### src/rtl/rice_core_writeback_arbiter_if.sv
// Writeback request/port bundle shared between result producers, the
// arbiter and the register-file write port.
interface rice_core_writeback_arbiter_if #(
    parameter int unsigned XLEN     = 32,
    parameter int unsigned N_REQ    = 2,
    parameter int unsigned RD_WIDTH = 5
);
    localparam int unsigned GID_W = (N_REQ > 1) ? $clog2(N_REQ) : 1;

    logic [N_REQ-1:0]          i_req_valid;
    logic [N_REQ-1:0]          o_req_ready;
    logic [N_REQ*RD_WIDTH-1:0] i_req_rd;
    logic [N_REQ*XLEN-1:0]     i_req_value;
    logic                      o_wb_valid;
    logic [RD_WIDTH-1:0]       o_wb_rd;
    logic [XLEN-1:0]           o_wb_value;
    logic [31:0]               o_pending;
    logic [GID_W-1:0]          o_grant_id;

    // Arbiter side.
    modport slave (
        input  i_req_valid, i_req_rd, i_req_value,
        output o_req_ready, o_wb_valid, o_wb_rd, o_wb_value, o_pending, o_grant_id
    );

    // Producer / register-file side.
    modport master (
        output i_req_valid, i_req_rd, i_req_value,
        input  o_req_ready, o_wb_valid, o_wb_rd, o_wb_value, o_pending, o_grant_id
    );
endinterface

### src/rtl/rice_core_writeback_arbiter.sv
// Round-robin arbiter sharing the single register-file write port between
// N_REQ result producers. One grant per cycle, registered output stage,
// x0 writes absorbed, pending-destination bitmap exported for hazard logic.
module rice_core_writeback_arbiter #(
    parameter int unsigned XLEN     = 32,
    parameter int unsigned N_REQ    = 2,
    parameter int unsigned RD_WIDTH = 5
) (
    input  logic                         i_clk,
    input  logic                         i_rst,
    rice_core_writeback_arbiter_if.slave bus
);
    localparam int unsigned GID_W = (N_REQ > 1) ? $clog2(N_REQ) : 1;

    logic [GID_W-1:0]    last_q, last_d;
    logic [GID_W-1:0]    gid_q, gid_d;
    logic                wb_valid_q, wb_valid_d;
    logic [RD_WIDTH-1:0] rd_q, rd_d;
    logic [XLEN-1:0]     value_q, value_d;

    logic [N_REQ-1:0]    elig;
    logic [N_REQ-1:0]    x0_req;
    logic [N_REQ-1:0]    masked;
    logic [N_REQ-1:0]    search;
    logic [N_REQ-1:0]    onehot;
    logic                found;
    logic                grant;
    logic [GID_W-1:0]    win;
    logic [RD_WIDTH-1:0] win_rd;
    logic [XLEN-1:0]     win_value;
    logic [31:0]         pending;

    // Classify each request as eligible (nonzero rd) or an x0 discard.
    always_comb begin
        elig   = '0;
        x0_req = '0;
        for (int unsigned k = 0; k < N_REQ; k++) begin
            elig[k]   = bus.i_req_valid[k] && (bus.i_req_rd[k*RD_WIDTH +: RD_WIDTH] != '0);
            x0_req[k] = bus.i_req_valid[k] && (bus.i_req_rd[k*RD_WIDTH +: RD_WIDTH] == '0);
        end
    end

    // Round-robin pick: lowest eligible index above last_q, else wrap to the lowest overall.
    always_comb begin
        masked    = '0;
        onehot    = '0;
        found     = 1'b0;
        win       = '0;
        win_rd    = '0;
        win_value = '0;
        for (int unsigned k = 0; k < N_REQ; k++) begin
            masked[k] = elig[k] && (k > 32'(last_q));
        end
        search = (masked != '0) ? masked : elig;
        for (int unsigned k = 0; k < N_REQ; k++) begin
            if (!found && search[k]) begin
                found     = 1'b1;
                onehot[k] = 1'b1;
                win       = GID_W'(k);
                win_rd    = bus.i_req_rd[k*RD_WIDTH +: RD_WIDTH];
                win_value = bus.i_req_value[k*XLEN +: XLEN];
            end
        end
        // No grants while reset is held; x0 discards are still acknowledged.
        grant = found && !i_rst;
    end

    // Ready: every x0 request plus the single winner.
    assign bus.o_req_ready = x0_req | (grant ? onehot : '0);

    // Output-stage and pointer next state; hold payload when nothing is granted.
    always_comb begin
        wb_valid_d = grant;
        rd_d       = rd_q;
        value_d    = value_q;
        gid_d      = gid_q;
        last_d     = last_q;
        if (grant) begin
            rd_d    = win_rd;
            value_d = win_value;
            gid_d   = win;
            last_d  = win;
        end
    end

    // State registers with asynchronous reset; pointer resets so requester 0 leads.
    always_ff @(posedge i_clk or posedge i_rst) begin
        if (i_rst) begin
            wb_valid_q <= 1'b0;
            rd_q       <= '0;
            value_q    <= '0;
            gid_q      <= '0;
            last_q     <= GID_W'(N_REQ - 1);
        end else begin
            wb_valid_q <= wb_valid_d;
            rd_q       <= rd_d;
            value_q    <= value_d;
            gid_q      <= gid_d;
            last_q     <= last_d;
        end
    end

    // Pending bitmap decoded from the registered output stage.
    always_comb begin
        pending = '0;
        if (wb_valid_q) begin
            pending[rd_q] = 1'b1;
        end
    end

    assign bus.o_wb_valid = wb_valid_q;
    assign bus.o_wb_rd    = rd_q;
    assign bus.o_wb_value = value_q;
    assign bus.o_grant_id = gid_q;
    assign bus.o_pending  = pending;
endmodule

### src/flat_wrapper.sv
// flat-port wrapper written by rule: the top's interface ports become plain ports
module rice_core_writeback_arbiter_flat 
#(
    parameter int unsigned XLEN     = 32,
    parameter int unsigned N_REQ    = 2,
    parameter int unsigned RD_WIDTH = 5
)
  (i_clk, i_rst, bus_i_req_valid, bus_i_req_rd, bus_i_req_value, bus_o_req_ready, bus_o_wb_valid, bus_o_wb_rd, bus_o_wb_value, bus_o_pending, bus_o_grant_id);
  rice_core_writeback_arbiter_if #(.XLEN(XLEN), .N_REQ(N_REQ), .RD_WIDTH(RD_WIDTH)) bus_i ();
  input  logic i_clk;
  input  logic i_rst;
  input wire logic [$bits(bus_i.i_req_valid)-1:0] bus_i_req_valid;
  input wire logic [$bits(bus_i.i_req_rd)-1:0] bus_i_req_rd;
  input wire logic [$bits(bus_i.i_req_value)-1:0] bus_i_req_value;
  output wire logic [$bits(bus_i.o_req_ready)-1:0] bus_o_req_ready;
  output wire logic [$bits(bus_i.o_wb_valid)-1:0] bus_o_wb_valid;
  output wire logic [$bits(bus_i.o_wb_rd)-1:0] bus_o_wb_rd;
  output wire logic [$bits(bus_i.o_wb_value)-1:0] bus_o_wb_value;
  output wire logic [$bits(bus_i.o_pending)-1:0] bus_o_pending;
  output wire logic [$bits(bus_i.o_grant_id)-1:0] bus_o_grant_id;
  assign bus_i.i_req_valid = bus_i_req_valid;
  assign bus_i.i_req_rd = bus_i_req_rd;
  assign bus_i.i_req_value = bus_i_req_value;
  assign bus_o_req_ready = bus_i.o_req_ready;
  assign bus_o_wb_valid = bus_i.o_wb_valid;
  assign bus_o_wb_rd = bus_i.o_wb_rd;
  assign bus_o_wb_value = bus_i.o_wb_value;
  assign bus_o_pending = bus_i.o_pending;
  assign bus_o_grant_id = bus_i.o_grant_id;
  rice_core_writeback_arbiter #(.XLEN(XLEN), .N_REQ(N_REQ), .RD_WIDTH(RD_WIDTH)) u_core (.i_clk(i_clk), .i_rst(i_rst), .bus(bus_i));
endmodule
### config.mk
export PLATFORM = sky130hd
export DESIGN_NAME = rice_core_writeback_arbiter_flat
export DESIGN_NICKNAME = d
export VERILOG_FILES = /design/src/rtl/rice_core_writeback_arbiter_if.sv /design/src/rtl/rice_core_writeback_arbiter.sv /design/src/flat_wrapper.sv
export SDC_FILE = /design/constraint.sdc
export NUM_CORES = 1
export LEC_CHECK = 0
export BUFFER_PORTS_ARGS = -buffer_cell sky130_fd_sc_hd__buf_2
export CORE_MARGIN = 4
export CORE_UTILIZATION = 41
export DETAILED_ROUTE_END_ITERATION = 12
export PLACE_DENSITY_LB_ADDON = 0.05
export SYNTH_ARGS = -nofsm -noshare
export SYNTH_HDL_FRONTEND = slang
export SYNTH_SLANG_ARGS = --single-unit
### constraint.sdc
create_clock -name i_clk -period 2.5 [get_ports i_clk]
set_input_delay 0.375 -clock i_clk [delete_from_list [all_inputs] [get_ports i_clk]]
set_output_delay 0.375 -clock i_clk [all_outputs]
set_load 0.02 [all_outputs]
# == Word level (Yosys, flattened, before mapping) ==
# Index checks and enable logic that the tools add are counted.
# totals
register_bits,40
out_inout_bits,73
word_cells,35
# classes
magnitude_cmp,3
n_bitwise,1
mux,12
reduce_logical,14
# ops
op,count
2-to-1 mux 32 bit,3
logical NOT 5 bit,2
2-to-1 mux 5 bit,2
nonzero test 5 bit,2
logical AND 1 bit,8
less-than comparator 5 x 6 -> 1 bit (second input constant),1
demux 1 bit (select 5 bit),1
>= comparator 5 x 1 -> 1 bit (second input constant),1
2-to-1 mux 1 bit,4
2-to-1 mux 2 bit,2
logical NOT 1 bit,2
bitwise OR 2 bit,1
> comparator 1 bit (first input constant),1

# == Logic depth before layout (Yosys ltp) ==
# Gate-level depths: netlist of the first run.
# depth
ltp_word,11
ltp_mapped,7
ltp_nobuf,5

# == Worst setup path after synthesis of the first run ==
# OpenSTA, ideal clock, no wires.
# synth_timing
kind,in2out
startpoint,in i_rst
endpoint,out bus_o_req_ready[1]
path_slack_ps,274
t_arrival_ps,1851
path_stages,4
path_cell_list,inv_1 and2_4 buf_6 a31o_1
# synth_via
elab_chain_cells,4
# synth_lines
element,line_no,text
from (decl),flat_wrapper.sv:11,input logic i_rst;
logical NOT 1 bit,rice_core_writeback_arbiter.sv:65,grant = found && !i_rst;
logical AND 1 bit,rice_core_writeback_arbiter.sv:65,
2-to-1 mux 2 bit,rice_core_writeback_arbiter.sv:69,assign bus.o_req_ready = x0_req | (grant ? onehot : '0);
bitwise OR 2 bit,rice_core_writeback_arbiter.sv:69,
to (decl),flat_wrapper.sv:15,output wire logic [$bits(bus_i.o_req_ready)-1:0] bus_o_req_ready;
# Every way passes these cells.

# == Worst setup path after layout of the first run ==
# layout_timing
startpoint,in bus_i_req_rd[0]
endpoint,out bus_o_req_ready[1]
# layout_via
elab_chain_cells,10
word_cells_on_any_way,11
cone_classes,mux (5); bitwise (1); reduce/logical (5)
# layout_lines
element,line_no,text
from (decl),flat_wrapper.sv:13,input wire logic [$bits(bus_i.i_req_rd)-1:0] bus_i_req_rd;
nonzero test 5 bit (*),rice_core_writeback_arbiter.sv:38,elig[k] = bus.i_req_valid[k] && (bus.i_req_rd[k*RD_WIDTH +: RD_WIDTH] != '0);
logical AND 1 bit (*),rice_core_writeback_arbiter.sv:38,
2-to-1 mux 2 bit (*),rice_core_writeback_arbiter.sv:54,search = (masked != '0) ? masked : elig;
2-to-1 mux 1 bit (*),rice_core_writeback_arbiter.sv:56,if (!found && search[k]) begin
logical NOT 1 bit,rice_core_writeback_arbiter.sv:56,
logical AND 1 bit,rice_core_writeback_arbiter.sv:56,
2-to-1 mux 1 bit,rice_core_writeback_arbiter.sv:56,
logical AND 1 bit,rice_core_writeback_arbiter.sv:65,
2-to-1 mux 2 bit (*),rice_core_writeback_arbiter.sv:69,
bitwise OR 2 bit (*),rice_core_writeback_arbiter.sv:69,
# Mark *: on every way between the ends. The rest lies on a longest branch, timed or not.

==> impl_metrics.py, run 1 <==
metrics = {
    "synthesis": {
        "synth-warning-count": 0,
        "syn_area_um2": 2070,
        "syn_nets": 312,
        "syn_inst": 234,
        "synth.distinct_cells": 30,
        "postSynthAreaPerCell_um2": 8.83,
        "yosysSeqAreaShare_pct": 48.5,
        "ys_ff_latch": 40,
    },
    "die": {
        "dieArea_um2": 6240,
        "die_y_um": 79.0,
        "initial_core_util_pct": 42.9,
        "core_um2": 4820,
        "rows": 25,
        "ios": 151,
        "dieWidth_um": 79.0,
    },
    "sta": {
        "clock.fmax_ghz": 0.443,
        "slew_violations": 0,
        "min_period_over_period_pct": 90.3,
        "final.setup_skew_ps": 6.98,
        "finalSetupViolCount": 0,
        "tightest_slew_ps": 1000,
        "hold_viol_final": 0,
        "tns_ps": 0,
        "rsz0062_at_grt": "false",
        "relSlewSlack_pct": 33.1,
        "min_period_ps": 2260,
    },
    "pwr": {
        "power_switching_w": 0.000659,
        "p_per_area_nw_per_um2": 621,
        "sw_frac_of_total_pct": 36.0,
        "comb_power_share_pct": 32.9,
        "p_leak_nw": 1.51,
        "seqPwrFrac_pct": 44.4,
        "ir_drop_uv": 396,
        "power_frac_clock_pct": 22.7,
        "power.internal_w": 0.00117,
        "power_w": 0.00183,
    },
    "setup_path": {
        "crit_top_cell": "buf_2",
        "cp_max_fo": 10,
        "crit_start": "bus_i_req_rd[0]",
        "critPathArrivalTime_ps": 1880,
        "r2r-start": "u_core.last_q",
        "worstSetupStartpointType": "input port",
        "slowest_stage": "or4_4",
        "crit_chain": "buf_2, or4_4, o211ai_2, nor2b_2, and2_4, a31o_1, buf_2",
        "path_class": "in2out",
        "end_kind": "primary output",
        "cp.required_ps": 2120,
        "cpPeakStageDelay_ps": 560,
    },
    "cts": {
        "cts_hold_buf": 0,
        "cts_resized": 0,
        "cts_tree": "built",
        "clk_latency_ps": 300,
        "post_cts_buffers": 0,
        "cts_root_buffer": "clkbuf_8",
        "clk_pin_slew_ps": 80,
        "htreeDepth": 2,
        "cts_sinks": 40,
        "clockBufferDepth": 2,
        "cts_buffers": 5,
    },
    "global_routing": {
        "grt_antenna_before_repair": 0,
        "grt_pass1_vias": 2001,
        "grt_util_all_layers_pct": 18.8,
        "globalRoute.totalOverflow": 0,
        "grt_max_degree": 41,
        "grt_pass1_wl_mm": 9.32,
    },
    "placement": {
        "port_buffers": 150,
        "placed_area_um2": 2870,
        "dpl.hpwl_mm": 4.61,
        "gp_congestion": 0.786,
    },
    "outcome": {
        "outcome": "finished clean",
    },
    "layout": {
        "layout.cells.most_common_list": "buf_2 (150), nor2_1 (65), dfrtp_1 (39)",
        "final_common_cell": "buf_2",
        "postLayoutCoreUtil_pct": 61.2,
        "areaGrowthSynthToFinish_pct": 42.6,
        "diodes": 0,
        "finalInstanceArea_um2": 2950,
        "drive_above_1_share_pct": 45.6,
        "n_fill_cell": 451,
        "ff_latch_area_um2": 1000,
        "multi_input_area_um2": 971,
        "final_net_count": 457,
    },
    "min_path": {
        "hold_path.class": "in2async",
    },
    "routing": {
        "wl_per_cell_um": 13.8,
        "drc": 0,
        "vias": 2197,
        "drtAntennaViolNets": 0,
        "drt_pre_antenna_iters": 5,
        "via_per_inst": 4.93,
        "drtIter0Drc": 81,
        "wirelength_mm": 6.14,
    },
    "flow_run": {
        "cap_viol_max_count": 0,
    },
}
stage by stage:
stage,setup WS [ps],hold slack (ps),std cells
2_1_floorplan,274,504,234
3_3_place_gp,198,461,439
3_5_place_dp,206,466,439
4_1_cts,230,274,446
5_1_grt,164,291,446
6_report,242,256,446
cells in the mapped netlist, drive strengths merged:
cell type / instances / area share, %
nand2b: 1 / 0.30
dfstp: 1 / 1.3
or4: 1 / 0.55
nand3b: 5 / 1.8
or3b: 2 / 0.85
a31o: 1 / 0.42
clkbuf: 6 / 1.1
a22oi: 25 / 9.1
nor2: 66 / 12
and2: 3 / 1.0
o211ai: 1 / 0.61
a31oi: 5 / 1.5
a21oi: 27 / 6.5
dfrtp: 39 / 47
nand3: 2 / 0.48
nor2b: 9 / 2.8
nor3: 2 / 0.48
o21ai: 1 / 0.42
a21bo: 1 / 0.48
or3: 1 / 0.30
o22ai: 1 / 0.30
a221o: 7 / 3.4
nand2: 12 / 2.2
a21o: 2 / 0.73
inv: 2 / 0.36
buf: 11 / 3.7
kinds of logic after synthesis:
family,count (synthesis),share of synthesized area [%]
and+or+nand+nor,104,22.8
DFF,40,48.5
buffers and inverters,19,5.15
AOI/OAI and AO/OA,71,23.5
sequential cells by signal (all words and copies together) (netlist names):
register,flops
u_core.bus.o_grant_id,1
u_core.bus.o_wb_rd,5
u_core.bus.o_wb_valid,1
u_core.bus.o_wb_value,32
u_core.last_q,1
path summary, 6_finish.rpt:
| kind | endpoint | slack [ps] | depth (start not counted) |
|---|---|---|---|
| max in group asynchronous | u_core.last_q | 1880 | 3 |
| worst min-delay path | u_core.bus.o_wb_value[28] | 260 | 3 |
| worst max register to register | u_core.bus.o_wb_value[26] | 530 | 5 |
| worst min register to register | u_core.bus.o_grant_id | 490 | 1 |
| worst max-delay path | bus_o_req_ready[1] | 240 | 7 |
| min in group i_clk | u_core.bus.o_wb_value[20] | 310 | 2 |
critical path: cells and delay by family:
kind                   cells  cell delay [ps]
AO/OA/AOI/OAI              2              280
buffers and inverters      2              260
AND/OR/NAND/NOR            3              960
area by class of cell:
class | count | share of cell area, %
clock buffer | 5 | 2.34
clock inverter | 2 | 0.425
inverter | 2 | 0.255
multi-input combinational | 175 | 33.0
sequential | 40 | 34.0
tap | 67 | 2.85
timing repair buffer | 155 | 27.2
power by group through the flow:
stage / sequential (W) / clock, W / combinational (W)
2_1_floorplan: 0.000932 / 0 / 0.000271
3_3_place_gp: 0.000822 / 0 / 0.000602
3_5_place_dp: 0.000823 / 0 / 0.000609
4_1_cts: 0.000812 / 0.000425 / 0.000610
5_1_grt: 0.000827 / 0.000458 / 0.000655
6_report: 0.000812 / 0.000415 / 0.000602
layer usage:
| layer | global-route usage [%] | share of wire (%) | wire [µm] | up-vias |
|---|---|---|---|---|
| met5 | 0 | 0 | 0 | - |
| met3 | 6.24 | 10 | 623 | 7 |
| met1 | 21.9 | 40 | 2480 | 985 |
| met4 | 5.15 | 0.99 | 61 | 0 |
| met2 | 33.0 | 48 | 2980 | 94 |
| li1 | - | - | - | 1111 |
(Power assumes the default switching activity.)
==> run 2, diff against run 1 <==
--- a/config.mk
+++ b/config.mk
@@ -8,8 +8,10 @@
 export BUFFER_PORTS_ARGS = -buffer_cell sky130_fd_sc_hd__buf_2
 export CORE_MARGIN = 4
 export CORE_UTILIZATION = 41
+export CTS_CLUSTER_DIAMETER = 120
 export DETAILED_ROUTE_END_ITERATION = 12
 export PLACE_DENSITY_LB_ADDON = 0.05
+export RECOVER_POWER = 50
 export SYNTH_ARGS = -nofsm -noshare
 export SYNTH_HDL_FRONTEND = slang
 export SYNTH_SLANG_ARGS = --single-unit
==> run 2 against run 1 <==
Sequential power hardly changed. Cell count did not move. Final area decreased by 1.7%. Worst hold slack better by 53 ps.
==> impl_metrics.py, run 2 (synthesized netlist as in run 1, its figures left out) <==
metrics = {
    "outcome": {
        "outcome": "finished clean",
    },
    "sta": {
        "fin_hold_ws_ps": 308,
        "hold_viol_final": 0,
        "relSlewSlack_pct": 34.0,
        "final.setup_skew_ps": 5.34,
        "tns_ps": 0,
        "tightest_slew_ps": 988,
        "slew_violations": 0,
        "clock.fmax_ghz": 0.443,
        "min_period_over_period_pct": 90.3,
        "finalSetupViolCount": 0,
        "min_period_ps": 2260,
        "rsz0062_at_grt": "false",
    },
    "routing": {
        "drtIter0Drc": 91,
        "drt_pre_antenna_iters": 4,
        "via_per_inst": 4.91,
        "wirelength_mm": 6.15,
        "drc": 0,
        "vias": 2190,
        "wl_per_cell_um": 13.8,
        "drtAntennaViolNets": 0,
    },
    "pwr": {
        "power_frac_clock_pct": 22.9,
        "seqPwrFrac_pct": 45.2,
        "p_per_area_nw_per_um2": 622,
        "comb_power_share_pct": 31.9,
        "sw_frac_of_total_pct": 36.6,
        "power.internal_w": 0.00114,
        "ir_drop_uv": 398,
        "power_switching_w": 0.000660,
        "p_leak_nw": 1.40,
    },
    "setup_path": {
        "cpPeakStageDelay_ps": 560,
        "cp.required_ps": 2120,
        "cp_top_family": "simple AND/OR/NAND/NOR gates",
        "crit_chain": "buf_2, or4_4, o211ai_2, nor2b_2, and2_4, a31o_1, buf_2",
        "end_kind": "primary output",
        "critPathArrivalTime_ps": 1880,
        "worstSetupStartpointType": "input port",
        "r2r-start": "u_core.last_q",
        "crit_top_cell": "buf_2",
        "path_class": "in2out",
        "cp_max_fo": 10,
        "r2r_setup_slack_ps": 550,
        "critPathBufInv": 2,
        "worstRegToRegCells": 5,
        "timing.rr.end": "u_core.bus.o_wb_value[26]",
        "slowest_stage": "or4_4",
        "crit_start": "bus_i_req_rd[0]",
    },
    "cts": {
        "post_cts_buffers": 0,
        "cts_buffers": 5,
        "clockBufferDepth": 2,
        "cts_tree": "built",
        "clk_latency_ps": 290,
        "cts_resized": 0,
        "cts_hold_buf": 0,
        "clk_pin_slew_ps": 70,
        "htreeDepth": 2,
        "cts_sinks": 40,
        "cts_root_buffer": "clkbuf_8",
    },
    "placement": {
        "dpl.hpwl_mm": 4.61,
        "gp_congestion": 0.786,
        "port_buffers": 150,
    },
    "global_routing": {
        "grt_antenna_before_repair": 0,
        "globalRoute.totalOverflow": 0,
        "grt_pass1_vias": 2001,
        "grt_pass1_wl_mm": 9.32,
        "grt_util_all_layers_pct": 18.8,
        "grt_max_degree": 41,
    },
    "min_path": {
        "hold_end": "u_core.bus.o_wb_value[20]",
        "holdPathStages": 2,
        "holdCritStartpoint": "bus_i_req_value[20]",
        "hold_path.class": "in2reg",
    },
    "layout": {
        "largest_register_ffs": 32,
        "areaGrowthSynthToFinish_pct": 40.3,
        "drive_above_1_share_pct": 35.9,
        "final_net_count": 457,
        "final_common_cell": "buf_2",
        "diodes": 0,
        "layout.cells.most_common_list": "buf_2 (113), nor2_1 (65), dfrtp_1 (39)",
    },
    "die": {
        "initial_core_util_pct": 42.9,
        "rows": 25,
        "die_y_um": 79.0,
        "core_um2": 4820,
        "dieArea_um2": 6240,
        "ios": 151,
        "dieWidth_um": 79.0,
    },
    "flow_run": {
        "cap_viol_max_count": 0,
    },
}
==> run 2: cell count changes in the layout (fill, tap and decap cells not counted) <==
| cell | change |
|---|---|
| buf_4 | -1 |
| clkbuf_2 | +1 |
| clkbuf_1 | +37 |
| buf_2 | -37 |
==> run 2: layout make-up <==
type / instances / area [µm²]
Fill cell: 478 / 1920
Inverter: 2 / 7.51
Clock inverter: 2 / 12.5
Multi-Input combinational cell: 175 / 971
Sequential cell: 40 / 1000
Timing Repair Buffer: 155 / 752
Clock buffer: 5 / 68.8
Tap cell: 67 / 83.8
==> run 2: metrics by stage <==
step	cells	worst slack [ps]	power, W	utilization (%)	area [µm²]
CTS	446	230	0.00185	61.2	2950
global placement	439	198	0.00142	59.5	2870
global route	446	164	0.00192	60.2	2900
floorplan	234	274	0.00120	-	2070
detailed placement	439	206	0.00143	59.5	2870
finish	446	243	0.00180	60.2	2900
==> run 2: layer usage <==
metal / up-vias / part of all wire, % / global-route usage (%)
met2: 84 / 49 / 33.0
met4: 0 / 0.99 / 5.15
met5: - / 0 / 0
li1: 1113 / - / -
met3: 7 / 9.0 / 6.24
met1: 986 / 41 / 21.9
==> run 2: worst register-to-register path, stage by stage, from the launching register on <==
cell      delay, ps
dfstp_2         550
nand2b_1        100
a21oi_1          80
nor2_2          780
a22oi_1         180
a21oi_1         200
==> run 2: worst max path at each step <==
| stage | slack [ps] | depth (start not counted) | endpoint |
|---|---|---|---|
| after floorplan | 270 | 4 | bus_o_req_ready[1] |
| after CTS | 230 | 7 | bus_o_req_ready[1] |
| after global placement | 200 | 6 | u_core.bus.o_wb_value[26] |
| final | 240 | 7 | bus_o_req_ready[1] |
| after global routing | 160 | 7 | bus_o_req_ready[1] |
| after detailed placement | 210 | 6 | u_core.bus.o_wb_value[1] |
==> run 2: power groups by stage <==
stage,logic (W),registers (W),clock network (W)
floorplan,0.000271,0.000932,0
global placement,0.000602,0.000822,0
detailed placement,0.000609,0.000823,0
CTS,0.000610,0.000812,0.000425
global route,0.000630,0.000831,0.000458
finish,0.000576,0.000815,0.000413
